## src/rtl/seg_pkg.sv

```systemverilog
// seg_pkg: shared definitions for the seven-segment loopback capture.
//   - bit positions of segments a..g and of the two digit selects in the display word
//   - active-high glyph table for hex digits 0..F
//   - glyph_decode(): 7-bit active-high pattern -> {valid, nibble}
package seg_pkg;

   localparam int unsigned SegA    = 0;
   localparam int unsigned SegB    = 1;
   localparam int unsigned SegC    = 2;
   localparam int unsigned SegD    = 3;
   localparam int unsigned SegE    = 4;
   localparam int unsigned SegF    = 5;
   localparam int unsigned SegG    = 6;
   localparam int unsigned SelLow  = 7;
   localparam int unsigned SelHigh = 8;

   // Active-high glyphs, bit0 = segment a. Entry i is the glyph for hex value i.
   localparam logic [15:0][6:0] GlyphTab = {
      7'h71,  // F  aefg
      7'h79,  // E  adefg
      7'h5E,  // d  bcdeg
      7'h39,  // C  adef
      7'h7C,  // b  cdefg
      7'h77,  // A  abcefg
      7'h6F,  // 9  abcdfg
      7'h7F,  // 8  abcdefg
      7'h07,  // 7  abc
      7'h7D,  // 6  acdefg
      7'h6D,  // 5  acdfg
      7'h66,  // 4  bcfg
      7'h4F,  // 3  abcdg
      7'h5B,  // 2  abdeg
      7'h06,  // 1  bc
      7'h3F   // 0  abcdef
   };

   // Returns {valid, nibble}; unknown patterns (including blank) give 5'b0.
   function automatic logic [4:0] glyph_decode(input logic [6:0] seg);
      logic [4:0] res;
      res = 5'b0;
      for (int i = 0; i < 16; i++) begin
         if (seg == GlyphTab[i]) res = {1'b1, 4'(i)};
      end
      return res;
   endfunction

endpackage

```

## src/rtl/seg_digit_track.sv

```systemverilog
// seg_digit_track: stability tracker for one digit of the multiplexed display.
//   clk, rst_n : clock, synchronous active-low reset
//   en         : current sample belongs to this digit's phase
//   pat        : segment pattern of the current sample (raw polarity)
//   com        : committed pattern (raw polarity)
//   seen       : at least one commit since reset
//   upd        : one-cycle pulse after a commit that changed com
module seg_digit_track
   import seg_pkg::*;
#(
   parameter int unsigned STABLE_CNT = 4,
   parameter logic [6:0]  BLANK      = 7'h7F
) (
   input  logic       clk,
   input  logic       rst_n,
   input  logic       en,
   input  logic [6:0] pat,
   output logic [6:0] com,
   output logic       seen,
   output logic       upd
);

   localparam logic [3:0] CntMax    = 4'(STABLE_CNT);
   localparam logic [3:0] CntCommit = 4'(STABLE_CNT - 1);

   logic [6:0] cand_q, cand_d;
   logic [3:0] cnt_q, cnt_d;
   logic [6:0] com_q, com_d;
   logic       seen_q, seen_d;
   logic       upd_q, upd_d;

   always_comb begin
      cand_d = cand_q;
      cnt_d  = cnt_q;
      com_d  = com_q;
      seen_d = seen_q;
      upd_d  = 1'b0;
      // Samples of the other phase or idle leave the run untouched.
      if (en) begin
         if (pat == cand_q) begin
            if (cnt_q != CntMax) cnt_d = cnt_q + 4'd1;
            // Commit only on the transition into saturation, so a held pattern commits once.
            if (cnt_q == CntCommit) begin
               com_d  = cand_q;
               seen_d = 1'b1;
               upd_d  = (cand_q != com_q);
            end
         end else begin
            cand_d = pat;
            cnt_d  = 4'd1;
         end
      end
   end

   always_ff @(posedge clk) begin
      if (!rst_n) begin
         cand_q <= BLANK;
         cnt_q  <= 4'd0;
         com_q  <= BLANK;
         seen_q <= 1'b0;
         upd_q  <= 1'b0;
      end else begin
         cand_q <= cand_d;
         cnt_q  <= cnt_d;
         com_q  <= com_d;
         seen_q <= seen_d;
         upd_q  <= upd_d;
      end
   end

   assign com  = com_q;
   assign seen = seen_q;
   assign upd  = upd_q;

endmodule

```

## src/rtl/seg_capture.sv

```systemverilog
// seg_capture: loopback capture of the time-multiplexed two-digit seven-segment bus.
//   clk, rst_n               : clock, synchronous active-low reset
//   seven_seg[11:0]          : [6:0] segments a..g, [7] low select (0 = on),
//                              [8] high select (0 = on), [11:9] ignored
//   low_nibble, high_nibble  : decoded committed value per digit
//   low_valid, high_valid    : committed pattern is a legal hex glyph
//   low_seen, high_seen      : at least one commit since reset
//   update                   : pulse when either committed pattern changes
//   err                      : high while the sample register holds a both-selected word
module seg_capture
   import seg_pkg::*;
#(
   parameter int unsigned STABLE_CNT     = 4,
   parameter bit          SEG_ACTIVE_LOW = 1'b1
) (
   input  logic        clk,
   input  logic        rst_n,
   input  logic [11:0] seven_seg,
   output logic [3:0]  low_nibble,
   output logic [3:0]  high_nibble,
   output logic        low_valid,
   output logic        high_valid,
   output logic        low_seen,
   output logic        high_seen,
   output logic        update,
   output logic        err
);

   localparam logic [6:0] Blank = SEG_ACTIVE_LOW ? 7'h7F : 7'h00;

   logic [11:0] s_q;
   logic        low_ph, high_ph;
   logic [6:0]  low_com, high_com;
   logic        low_upd, high_upd;
   logic [4:0]  low_dec, high_dec;
   logic        unused_bits;

   always_ff @(posedge clk) begin
      if (!rst_n) s_q <= 12'hFFF;
      else        s_q <= seven_seg;
   end

   assign unused_bits = ^s_q[11:9];

   always_comb begin
      low_ph  = !s_q[SelLow] && s_q[SelHigh];
      high_ph = s_q[SelLow] && !s_q[SelHigh];
      err     = !s_q[SelLow] && !s_q[SelHigh];
   end

   seg_digit_track #(
      .STABLE_CNT (STABLE_CNT),
      .BLANK      (Blank)
   ) u_low (
      .clk   (clk),
      .rst_n (rst_n),
      .en    (low_ph),
      .pat   (s_q[6:0]),
      .com   (low_com),
      .seen  (low_seen),
      .upd   (low_upd)
   );

   seg_digit_track #(
      .STABLE_CNT (STABLE_CNT),
      .BLANK      (Blank)
   ) u_high (
      .clk   (clk),
      .rst_n (rst_n),
      .en    (high_ph),
      .pat   (s_q[6:0]),
      .com   (high_com),
      .seen  (high_seen),
      .upd   (high_upd)
   );

   // Glyph table is active-high; flip the committed pattern first when the bus is active-low.
   always_comb begin
      low_dec  = glyph_decode(SEG_ACTIVE_LOW ? ~low_com : low_com);
      high_dec = glyph_decode(SEG_ACTIVE_LOW ? ~high_com : high_com);
   end

   assign low_nibble  = low_dec[3:0];
   assign low_valid   = low_dec[4];
   assign high_nibble = high_dec[3:0];
   assign high_valid  = high_dec[4];

   // Phases are exclusive, so the two pulses never coincide.
   assign update = low_upd | high_upd;

endmodule

```

## config.mk

```make
export PLATFORM = sky130hd
export DESIGN_NAME = seg_capture
export DESIGN_NICKNAME = d
export VERILOG_FILES = /design/src/rtl/seg_pkg.sv /design/src/rtl/seg_digit_track.sv /design/src/rtl/seg_capture.sv
export SDC_FILE = /design/constraint.sdc
export NUM_CORES = 1
export LEC_CHECK = 0
export CAP_MARGIN = 20
export CORE_MARGIN = 8
export CORE_UTILIZATION = 52
export CTS_BUF_LIST = sky130_fd_sc_hd__clkbuf_16
export DETAILED_ROUTE_END_ITERATION = 7
export PLACE_DENSITY = 0.84
export SYNTH_ARGS = -nofsm -noshare
export SYNTH_HDL_FRONTEND = slang
export SYNTH_SLANG_ARGS = --single-unit
```

## constraint.sdc

```tcl
create_clock -name clk -period 1.8 [get_ports clk]
set_input_delay 0.54 -clock clk [delete_from_list [all_inputs] [get_ports clk]]
set_output_delay 0.54 -clock clk [all_outputs]
set_load 0.01 [all_outputs]
```

== Yosys cells after proc, flatten, opt, wreduce, memory -nomap -nowiden ==
Index checks and enable logic that the tools add are counted.
Word-level totals
  output and inout bits: 14
  register bits: 49
  word-level logic and storage cells: 109
  input port bits: 14
Cells by class
  add/sub/neg operators: 2
  muxes and demuxes: 36
  eq/ne operators: 42
  reduce and logical (&&, ||, !) cells: 13
  bitwise logic cells: 5
Operators with widths (number)
  $eq 7x7->1 const B: 24
  $mux 5: 32
  $eq 7x3->1 const B: 4
  $eq 7x6->1 const B: 4
  $mux 4: 4
  $eq 7x7->1: 2
  $ne 7x7->1: 2
  $not 7->7: 2
  $add 4x1->4 const B: 2
  $eq 4x2->1 const B: 2
  $ne 4x3->1 const B: 2
  $reduce_and 2->1: 4
  $reduce_and 4->1: 2
  $reduce_and 3->1: 2
  $ne 2x2->1 const B: 2
  $logic_and 1x1->1: 3
  $logic_not 1->1: 2
  $not 1->1: 2
  $or 1x1->1: 1

== Depth between registers and ports, before layout ==
  word-level depth: 18
  gate-level depth with buffers: 6
  depth with buffers taken out: 6

== By module ==
Synthesis repeated with hierarchy kept, for this count alone.
Unflattened totals
  cell total of the unflattened synthesis: 342
  area total of the unflattened synthesis: 3079.2 um2
Modules (own cells, without submodules)
  seg_digit_track: area each 1051.0 um2, instances 2, cells an instance 107, sequential area each 400.4 um2
  seg_capture: area each 977.2 um2, instances 1, cells an instance 128, sequential area each 180.2 um2

== Worst setup path before layout ==
OpenSTA, ideal clock, no wires.
  path kind: register -> output
  start point: register u_low.com_q[4], in the netlist u_low.com[4]
  end point: output port low_valid
  buffers on the path: 2
  data arrival time: 1376 ps
  data required time: 1260 ps
  stages on the path, launching flop included: 7
  setup slack: -116 ps
  cells stage by stage: dfxtp_1 buf_2 buf_2 inv_1 a31oi_1 o22ai_1 or3_1
Between the ends
  cells in the longest elaborated chain, start to end: 18
  elaborated cells on any way between the ends: 33
  those cells by class: eq/ne: 16; mux: 16; bitwise: 1
Ends and longest elaborated chain
  start, declared: line seg_digit_track.sv:28  | logic [6:0] com_q, com_d;
  start signal, assigned: line seg_digit_track.sv:65  | com_q <= com_d;
  $not 7->7 (*): line seg_capture.sv:79  | low_dec = glyph_decode(SEG_ACTIVE_LOW ? ~low_com : low_com);
  $eq 7x6->1: line seg_pkg.sv:42  | if (seg == GlyphTab[i]) res = {1'b1, 4'(i)};
  $mux 5 (15 in a row): line seg_pkg.sv:42
  $mux 5 (*): line seg_pkg.sv:42
  end, declared: line seg_capture.sv:21  | output logic low_valid,
Every way passes the cells marked *; elsewhere a longest branch is shown, timed or not.

== Worst setup path after layout ==
  start point: register u_high.com_q[0], in the netlist u_high.com[0]
  end point: output port high_nibble[2]
Between the ends
  cells in the longest elaborated chain, start to end: 17
  elaborated cells on any way between the ends: 31
  those cells by class: eq/ne: 15; mux: 15; bitwise: 1
Ends and longest elaborated chain
  start, declared: line seg_digit_track.sv:28
  start signal, assigned: line seg_digit_track.sv:65
  $not 7->7 (*): line seg_capture.sv:80  | high_dec = glyph_decode(SEG_ACTIVE_LOW ? ~high_com : high_com);
  $eq 7x3->1: line seg_pkg.sv:42
  $mux 5 (14 in a row): line seg_pkg.sv:42
  $mux 5 (*): line seg_pkg.sv:42
  end, declared: line seg_capture.sv:20  | output logic [3:0] high_nibble,
Marked as above.

==> impl_metrics.py <==
metrics = {
    "critical_path": {
        "slowest_delay_ns": 0.35,
        "start_kind": "register",
        "cp_top_family": "compound AO/OA/AOI/OAI gates",
        "worstSetupEndpointType": "primary output",
        "critPathSlowestCell": "dfxtp_4",
        "critPathRequiredTime_ns": 1.26,
        "worstSetupPathType": "register to primary output",
        "critPathBufInv": 3,
        "reg2reg_depth": 5,
        "rr_startpoint": "u_high.cand_q[2]",
        "cp_cell_sequence": "buf_12 -> buf_4 -> nor2_4 -> a21oi_1 -> o32a_1 -> o21ai_1 -> buf_2",
        "critPathMaxFanout": 7,
        "reg2reg_slack_ns": 0.15,
        "arrival_ns": 1.82,
        "r2r-end": "u_high.com[0]",
    },
    "yosys": {
        "synth_nets": 365,
        "synth_area_per_cell_um2": 8.686,
        "synth-main-ff-cell": "dfxtp_1",
        "netlist_top_cells_area": "dfxtp_1 (33%), mux2i_1 (9.3%), xnor2_1 (6.1%)",
        "syn_inst": 347,
        "synth_edf_count": 0,
        "yosys.area.top_type": "dfxtp_1",
        "ys.warnings.count": 0,
        "synthArstFlopShare_pct": 0,
        "syn-cell-area_um2": 3014,
        "synthDistinctLibCells": 57,
        "ys_seq_area_share_pct": 32.54,
        "ys_ff_latch": 49,
        "synth_top_area_share_pct": 32.54,
    },
    "sta": {
        "finalSetupTns_ns": -4.202,
        "rsz0062_at_grt": "yes",
        "fin_skew_ns": 0.007306,
        "min_period_ns": 2.357,
        "max_freq_mhz": 424.2,
        "finalCritPeriodShare_pct": 131.0,
        "finalMaxSlewViolations": 0,
        "relSlewSlack_pct": 69.78,
        "setup_viol": 10,
        "fin_ws_ns": -0.5572,
        "tightest_slew_ns": 0.4528,
        "timing.final.hold_violations": 0,
    },
    "cells_and_area": {
        "layout-drive-gt1-share_pct": 35.92,
        "fin_nets": 443,
        "area_delta_synth_final_pct": 42.18,
        "layout_common_cells": "buf_4 (60), dfxtp_1 (36), mux2i_1 (28)",
        "layout_commonest_cell": "buf_4",
        "fill_cells": 336,
        "post-route-util_pct": 77.35,
        "diodes": 0,
    },
    "worst_hold_path": {
        "worstHoldEndpoint": "u_high.seen",
        "hold_path.class": "register to register",
        "min_from": "u_high.seen",
        "holdPathStages": 1,
    },
    "global_route": {
        "grt_pass1_vias": 3019,
        "grt_first_pass_wirelength_um": 14770,
        "grt_max_degree": 33,
        "grt_antenna_before_repair": 0,
        "overflow": 0,
        "grt_use_total_pct": 20.93,
    },
    "floorplan": {
        "die-area_um2": 8489,
        "die_x_um": 92.14,
        "pin_count": 28,
        "dieHeight_um": 92.14,
        "start_util_pct": 54.40,
        "core_um2": 5540,
        "rows": 27,
    },
    "place": {
        "gp_congestion": 0.9569,
        "port_buffers": 24,
        "detailed_place_hpwl_um": 5413,
    },
    "status": {
        "violations": "negative setup slack",
        "outcome": "complete, but fails checks",
    },
    "cts": {
        "cts_sinks": 49,
        "clockRootBuffer": "clkbuf_16",
        "clock_path_buffers": 2,
        "tritoncts": "done",
        "path_clk_slew_ns": 0.07,
        "clock_latency_ns": 0.29,
        "h-tree-depth": 2,
        "numCtsBuffers": 5,
        "ctsHoldBuffers": 0,
    },
    "pwr": {
        "p_per_area_nw_per_um2": 519.3,
        "ir_worst_vdd_uv": 529.3,
        "leakage_nw": 1.786,
    },
    "drt": {
        "wirelength_um": 9598,
        "ant_nets": 0,
        "routed_via_density": 6.187,
        "drt_iter0_drc": 192,
        "wl_per_cell_um": 19.27,
        "route.vias.total": 3081,
        "first_pass_iters": 5,
        "drc": 0,
    },
    "flow_run": {
        "cap_viol_max_count": 0,
    },
}
-- repair_timing --
action                                  CTS  global route
setup buffers                            18             5
hold endpoints to repair                  0             0
gates resized for setup                 123            20
endpoints found under the setup margin   12            11
pin swaps                                22             9
-- worst max-delay path by stage --
stage                  startpoint             end  cells past startpoint
floorplan            u_low.com[4]       low_valid                      6
detailed placement   u_low.com[5]   low_nibble[2]                      6
global placement     u_low.com[5]       low_valid                      5
global route        u_high.com[0]  high_nibble[2]                      7
finish              u_high.com[0]  high_nibble[2]                      7
CTS                 u_high.com[0]      high_valid                      6
-- layout make-up --
| cell class | count | area (um2) | area share, % |
|---|---|---|---|
| clock inverter | 3 | 13.76 | 0.3212 |
| sequential | 49 | 1027 | 23.97 |
| timing repair buffer | 100 | 854.6 | 19.94 |
| inverter | 10 | 37.54 | 0.8759 |
| multi-input combinational | 259 | 2137 | 49.87 |
| clock buffer | 5 | 125.1 | 2.920 |
| tap | 72 | 90.09 | 2.102 |
-- state kept, by name, indices dropped and copies added, names as in the netlist --
signal / count
s_q: 9
u_high.cand_q: 7
u_high.cnt_q: 4
u_high.com: 7
u_high.seen: 1
u_high.upd: 1
u_low.cand_q: 7
u_low.cnt_q: 4
u_low.com: 7
u_low.seen: 1
u_low.upd: 1
-- kinds of logic after synthesis --
family | Yosys count | share of synthesized area, %
buffers and inverters | 39 | 5.646
AOI/OAI and AO/OA | 51 | 11.87
and+or+nand+nor | 144 | 29.68
xor gates and xnor gates | 32 | 9.299
adders and majority gates | 4 | 1.661
muxes | 28 | 9.299
DFF | 49 | 32.54
-- cells in the mapped netlist (all sizes together), types with 2 or more instances --
| cell type | number |
|---|---|
| a2111oi | 3 |
| a21oi | 11 |
| a22oi | 2 |
| a2bb2oi | 2 |
| a31oi | 3 |
| a41o | 3 |
| and2 | 3 |
| and2b | 7 |
| and3 | 4 |
| and3b | 2 |
| and4b | 4 |
| buf | 18 |
| clkbuf | 11 |
| dfxtp | 49 |
| ha | 4 |
| inv | 10 |
| mux2i | 28 |
| nand2 | 10 |
| nand2b | 12 |
| nand3 | 7 |
| nand4 | 11 |
| nor2 | 26 |
| nor2b | 22 |
| nor3 | 8 |
| nor3b | 3 |
| nor4 | 8 |
| nor4b | 2 |
| nor4bb | 3 |
| o21a | 3 |
| o21ai | 11 |
| o41ai | 3 |
| or3 | 3 |
| or3b | 4 |
| xnor2 | 21 |
| xor2 | 11 |
-- metal layers --
metal	track usage, %	up-vias	share of wire (%)
met5	0	-	0
met1	25.34	1493	41
met4	7.114	0	3.5
li1	-	1399	-
met3	4.319	39	6.6
met2	35.82	150	49
-- report_power, final --
part / total (W) / switching (W) / internal, W
Sequential: 0.00112 / 0.0000295 / 0.00109
Clock: 0.000898 / 0.000393 / 0.000505
Combinational: 0.000207 / 0.000108 / 0.0000991
-- metrics by stage --
| stage | worst slack, ns | cells | power [W] | hold WS, ns | instance area, um2 |
|---|---|---|---|---|---|
| floorplan | -0.06443 | 347 | 0.001292 | 0.4899 | 3077 |
| global placement | -0.6008 | 467 | 0.001350 | 0.4517 | 3651 |
| detailed placement | -0.6408 | 467 | 0.001359 | 0.4542 | 3651 |
| CTS | -0.4336 | 493 | 0.002216 | 0.4685 | 4140 |
| global route | -0.5731 | 498 | 0.002291 | 0.4821 | 4285 |
| finish | -0.5572 | 498 | 0.002225 | 0.4656 | 4285 |
No activity file was read; power rests on OpenSTA's default activity.
